## src/rtl/mul_pkg.sv

```systemverilog
// Shared constants for the shift-and-add multiplier: FSM encodings and default width.
package mul_pkg;

    localparam int unsigned DEFAULT_WIDTH = 32;

    localparam logic [1:0] IDLE = 2'd0;
    localparam logic [1:0] RUN  = 2'd1;
    localparam logic [1:0] DONE = 2'd2;

endpackage

```

## src/rtl/RippleCarryAdder.sv

```systemverilog
// Parameterised ripple-carry adder with carry-out and signed-overflow flag.
module RippleCarryAdder #(
    parameter int unsigned WIDTH = 32
) (
    input  logic [WIDTH-1:0] a,
    input  logic [WIDTH-1:0] b,
    input  logic             Cin,
    output logic [WIDTH-1:0] S,
    output logic             Cout,
    output logic             Overflow
);

    logic carry;
    logic carry_prev;

    // Carry walks LSB to MSB; carry_prev keeps the carry into the MSB for overflow.
    always_comb begin
        carry      = Cin;
        carry_prev = Cin;
        S          = '0;
        for (int unsigned i = 0; i < WIDTH; i++) begin
            S[i]       = a[i] ^ b[i] ^ carry;
            carry_prev = carry;
            carry      = (a[i] & b[i]) | (carry & (a[i] ^ b[i]));
        end
    end

    assign Cout     = carry;
    assign Overflow = carry ^ carry_prev;

endmodule

```

## src/rtl/shift_add_multiplier.sv

```systemverilog
// Sequential unsigned multiplier: one conditional add and right shift per cycle,
// WIDTH cycles per product, done pulses for one cycle when product updates.
module shift_add_multiplier
    import mul_pkg::*;
#(
    parameter int unsigned WIDTH = DEFAULT_WIDTH,
    parameter int unsigned CNT_W = $clog2(WIDTH) + 1
) (
    input  logic               clk,
    input  logic               rst_n,
    input  logic               start,
    input  logic [WIDTH-1:0]   a,
    input  logic [WIDTH-1:0]   b,
    output logic [2*WIDTH-1:0] product,
    output logic               busy,
    output logic               done
);

    localparam logic [CNT_W-1:0] LAST_CNT = CNT_W'(WIDTH - 1);

    logic [1:0]         state_q, state_d;
    logic [WIDTH-1:0]   mcand_q, mcand_d;
    logic [2*WIDTH-1:0] acc_q, acc_d;
    logic [2*WIDTH-1:0] product_q, product_d;
    logic [CNT_W-1:0]   cnt_q, cnt_d;

    logic [WIDTH-1:0]   addend;
    logic [WIDTH-1:0]   sum;
    logic               cout;
    logic               unused_ovf;
    logic [2*WIDTH-1:0] shifted;

    assign addend = acc_q[0] ? mcand_q : '0;

    RippleCarryAdder #(
        .WIDTH(WIDTH)
    ) u_adder (
        .a        (acc_q[2*WIDTH-1:WIDTH]),
        .b        (addend),
        .Cin      (1'b0),
        .S        (sum),
        .Cout     (cout),
        .Overflow (unused_ovf)
    );

    // Carry-out becomes the new MSB, so no bit of the partial product is lost.
    assign shifted = {cout, sum, acc_q[WIDTH-1:1]};

    always_comb begin
        state_d   = state_q;
        mcand_d   = mcand_q;
        acc_d     = acc_q;
        cnt_d     = cnt_q;
        product_d = product_q;
        case (state_q)
            IDLE, DONE: begin
                if (start) begin
                    mcand_d = a;
                    acc_d   = {{WIDTH{1'b0}}, b};
                    cnt_d   = '0;
                    state_d = RUN;
                end else begin
                    state_d = IDLE;
                end
            end
            RUN: begin
                acc_d = shifted;
                cnt_d = cnt_q + 1'b1;
                if (cnt_q == LAST_CNT) begin
                    product_d = shifted;
                    state_d   = DONE;
                end
            end
            default: state_d = IDLE;
        endcase
    end

    always_ff @(posedge clk) begin
        if (!rst_n) begin
            state_q   <= IDLE;
            mcand_q   <= '0;
            acc_q     <= '0;
            cnt_q     <= '0;
            product_q <= '0;
        end else begin
            state_q   <= state_d;
            mcand_q   <= mcand_d;
            acc_q     <= acc_d;
            cnt_q     <= cnt_d;
            product_q <= product_d;
        end
    end

    assign product = product_q;
    assign busy    = (state_q == RUN);
    assign done    = (state_q == DONE);

endmodule

```

## config.mk

```make
export PLATFORM = sky130hd
export DESIGN_NAME = shift_add_multiplier
export DESIGN_NICKNAME = d
export VERILOG_FILES = /design/src/rtl/mul_pkg.sv /design/src/rtl/RippleCarryAdder.sv /design/src/rtl/shift_add_multiplier.sv
export SDC_FILE = /design/constraint.sdc
export NUM_CORES = 1
export LEC_CHECK = 0
export ABC_AREA = 1
export BUFFER_PORTS_ARGS = -buffer_cell sky130_fd_sc_hd__buf_2
export CAP_MARGIN = 10
export CORE_UTILIZATION = 56
export DETAILED_ROUTE_END_ITERATION = 6
export PLACE_DENSITY = 0.78
export SYNTH_ARGS = -nofsm -noshare
export SYNTH_HDL_FRONTEND = slang
export SYNTH_SLANG_ARGS = --single-unit
```

## constraint.sdc

```tcl
create_clock -name clk -period 15.9 [get_ports clk]
set_input_delay 0 -clock clk [delete_from_list [all_inputs] [get_ports clk]]
set_output_delay 0 -clock clk [all_outputs]
set_load 0.1 [all_outputs]
```

==> impl_metrics.toml <==
[yosys]
synth_area_mm2 = 0.00762
syn_nets = 1100
syn_avg_cell_area_um2 = 7.62
synth_cell_types = 24
yosysWarnings = 0
ys_seq_area_share_pct = 44.1
synth_cells = 1000
synth_seq_cells = 168

[critical_path]
max_stage_delay_ps = 640
cpMostUsedCell = "fa_1"
startpoint = "acc_q[0]$_SDFFE_PN0P_"
required_ps = 16260
critPathArrivalTime_ps = 14650
cp_max_fo = 16
critPathLaunchType = "flip-flop"
reg2reg_depth = 38
worstPathBufferInverterCount = 3
worstReg2RegStart = "acc_q[0]$_SDFFE_PN0P_"
path_class = "reg2reg"
r2r_slack_ps = 1610
end_kind = "flip-flop"
cp_top_family = "adder cells"
regToRegEndpoint = "acc_q[62]$_SDFFE_PN0P_"
cp_slowest_cell = "dfxtp_1"

[timing]
fmax_mhz = 70.0
slew_violations = 0
period_share_pct = 89.9
worst_pin_slew_ps = 963
finalSetupViolCount = 0
fin_worst_skew_ps = 8.78
setup_slack_ps = 1610
grt_setup_unrepaired = "no"
hold_viol = 0
relSlewSlack_pct = 35.7
period_minus_slack_ps = 14290
fin_tns_setup_ps = 0

[detailed_routing]
drt_iter0_drc = 506
vias_per_cell = 5.17
drc = 0
ant_nets = 0
finalWirelength_um = 18100
wl_per_cell_um = 13.5
routed-via-count = 6912
firstDrtPassIters = 5

[min_path]
hold_class = "in2reg"
whs_path_depth = 5
min_from = "start"
hold_end = "mcand_q[0]$_SDFFE_PN0P_"

[clock_network]
post-cts-setup-buffers = 0
cts_hold_buf = 64
path_clk_slew_ps = 60
clockBufferDepth = 2
htreeDepth = 4
cts_tree = "done"
clock_latency_ps = 430
clock_sinks = 168
cts_resized = 0
clockRootBuffer = "clkbuf_16"
numCtsBuffers = 17

[grt]
grt_pass1_vias = 6521
grt_max_degree = 95
grt_pass1_wl_um = 30100
antenna_found_initial = 0
grtUsageTotal_pct = 26.9
grt_overflow = 0

[pwr]
leakage_nw = 4.29
p_int_w = 0.000714
switching_share_pct = 24.1
power_w = 0.000940
ir_worst_vdd_mv = 0.0808
pwr-share-seq_pct = 47.3
p_per_area_mw_per_mm2 = 100
combPwrFrac_pct = 9.5
switching_power_w = 0.000226
pwr-share-clk_pct = 43.2

[cells_and_area]
diodes = 0
fin_nets = 1250
fin_cells = 1338
fillCellCount = 1105
layout-area-overhead-vs-synth_pct = 23.1
fin_util_pct = 70.9
drive_gt1_share_pct = 17.7

[placement]
place_congestion = 0.806
port_buffers = 132
dpl.hpwl_um = 10600
dp_slack_ps = 1680
dp_cells = 1243

[die]
dieWidth_um = 119
die_area_mm2 = 0.0141
design.portCount = 133
start_util_pct = 57.6
core_area_mm2 = 0.0132
die_y_um = 119
placementRows = 42

[status]
status = "finished, final reports clean"

[job]
max-cap-violations = 0
## power by group through the flow
stage | Sequential [W] | Clock [W] | Combinational, W
final | 0.000445 | 0.000406 | 0.0000892
after global routing | 0.000447 | 0.000430 | 0.0000997
after CTS | 0.000445 | 0.000410 | 0.0000876
after detailed placement | 0.000454 | 0 | 0.0000751
after global placement | 0.000454 | 0 | 0.0000736
after floorplan | 0.000451 | 0 | 0.0000608
## cell families after synthesis
kind of cell               share of synthesized area (%)
adders and majority gates                           8.47
AOI/OAI and AO/OA                                   6.89
and+or+nand+nor                                     29.8
DFF                                                 44.1
buffers and inverters                               10.7
## flip-flops by register name, summed over array words and instances (netlist names)
register / count
acc_q: 64
product: 64
state_q: 2
cnt_q: 6
mcand_q: 32
## per-stage QoR
stage / hold WS, ps / instance area [um2]
2_1_floorplan: 163 / 7620
3_3_place_gp: 251 / 8160
3_5_place_dp: 257 / 8160
4_1_cts: 78.3 / 9380
5_1_grt: 114 / 9380
6_report: 94.0 / 9380
## worst register-to-register path: cells and delay by family (launching register included)
family	cells	cell delay, ps
buffers and inverters	3	210
AND/OR/NAND/NOR	2	180
adder cells (fa/ha/maj)	32	13000
flip-flops	1	640
AO/OA/AOI/OAI	1	170
## worst max path at each step
| stage | endpoint | depth (start not counted) |
|---|---|---|
| global placement | acc_q[62]$_SDFFE_PN0P_ | 38 |
| detailed placement | acc_q[62]$_SDFFE_PN0P_ | 38 |
| global route | acc_q[62]$_SDFFE_PN0P_ | 38 |
| CTS | acc_q[62]$_SDFFE_PN0P_ | 38 |
| floorplan | product[62]$_SDFFE_PN0P_ | 37 |
| finish | acc_q[62]$_SDFFE_PN0P_ | 38 |
## cell usage after synthesis
cell,instances,area [um2]
ha_1,2,25.0
inv_2,2,7.51
nand2_4,1,11.3
inv_1,104,390
buf_12,3,60.1
o21ai_0,34,170
nand3_1,67,335
buf_6,6,67.6
o21ai_1,1,5.00
nand2_1,280,1050
fa_1,31,621
buf_2,26,130
clkinv_2,1,5.00
nor2_2,1,6.26
nand4_1,65,407
dfxtp_1,168,3360
nor2_4,2,22.5
nand2_2,28,175
buf_4,1,7.51
clkbuf_1,33,124
buf_1,3,11.3
a21oi_1,70,350
buf_8,1,15.0
nor2_1,70,263
## metal layers
layer,up-vias,global-route usage [%],share of wire (%)
li1,3463,-,-
met1,3199,33.3,43
met2,202,45.0,49
met3,48,4.92,4.7
met4,0,13.0,3.0
met5,-,0,0
## final cells by class
cell class	count	area [um2]	share of cell area (%)
timing repair buffer	204	1360	14.5
clock inverter	8	95.1	1.01
inverter	107	403	4.29
sequential	168	3360	35.8
tap	176	220	2.35
clock buffer	23	488	5.20
multi-input combinational	652	3450	36.8
## cells in the final DEF (no fill, tap or decap)
cell type	count
fa_1	31
clkbuf_8	4
nand2_2	29
nand3_1	67
buf_4	9
nand2_1	279
nand2_4	1
buf_2	131
dlygate4sd3_1	64
inv_2	3
clkinv_2	5
clkinvlp_4	2
nand4_1	65
nor2_1	70
o21ai_1	1
clkbuf_1	2
bufinv_16	2
dfxtp_1	168
nor2_4	3
ha_1	2
o21ai_0	34
clkbuf_16	17
a21oi_1	70
inv_1	103
No activity file was read; power rests on OpenSTA's default activity.
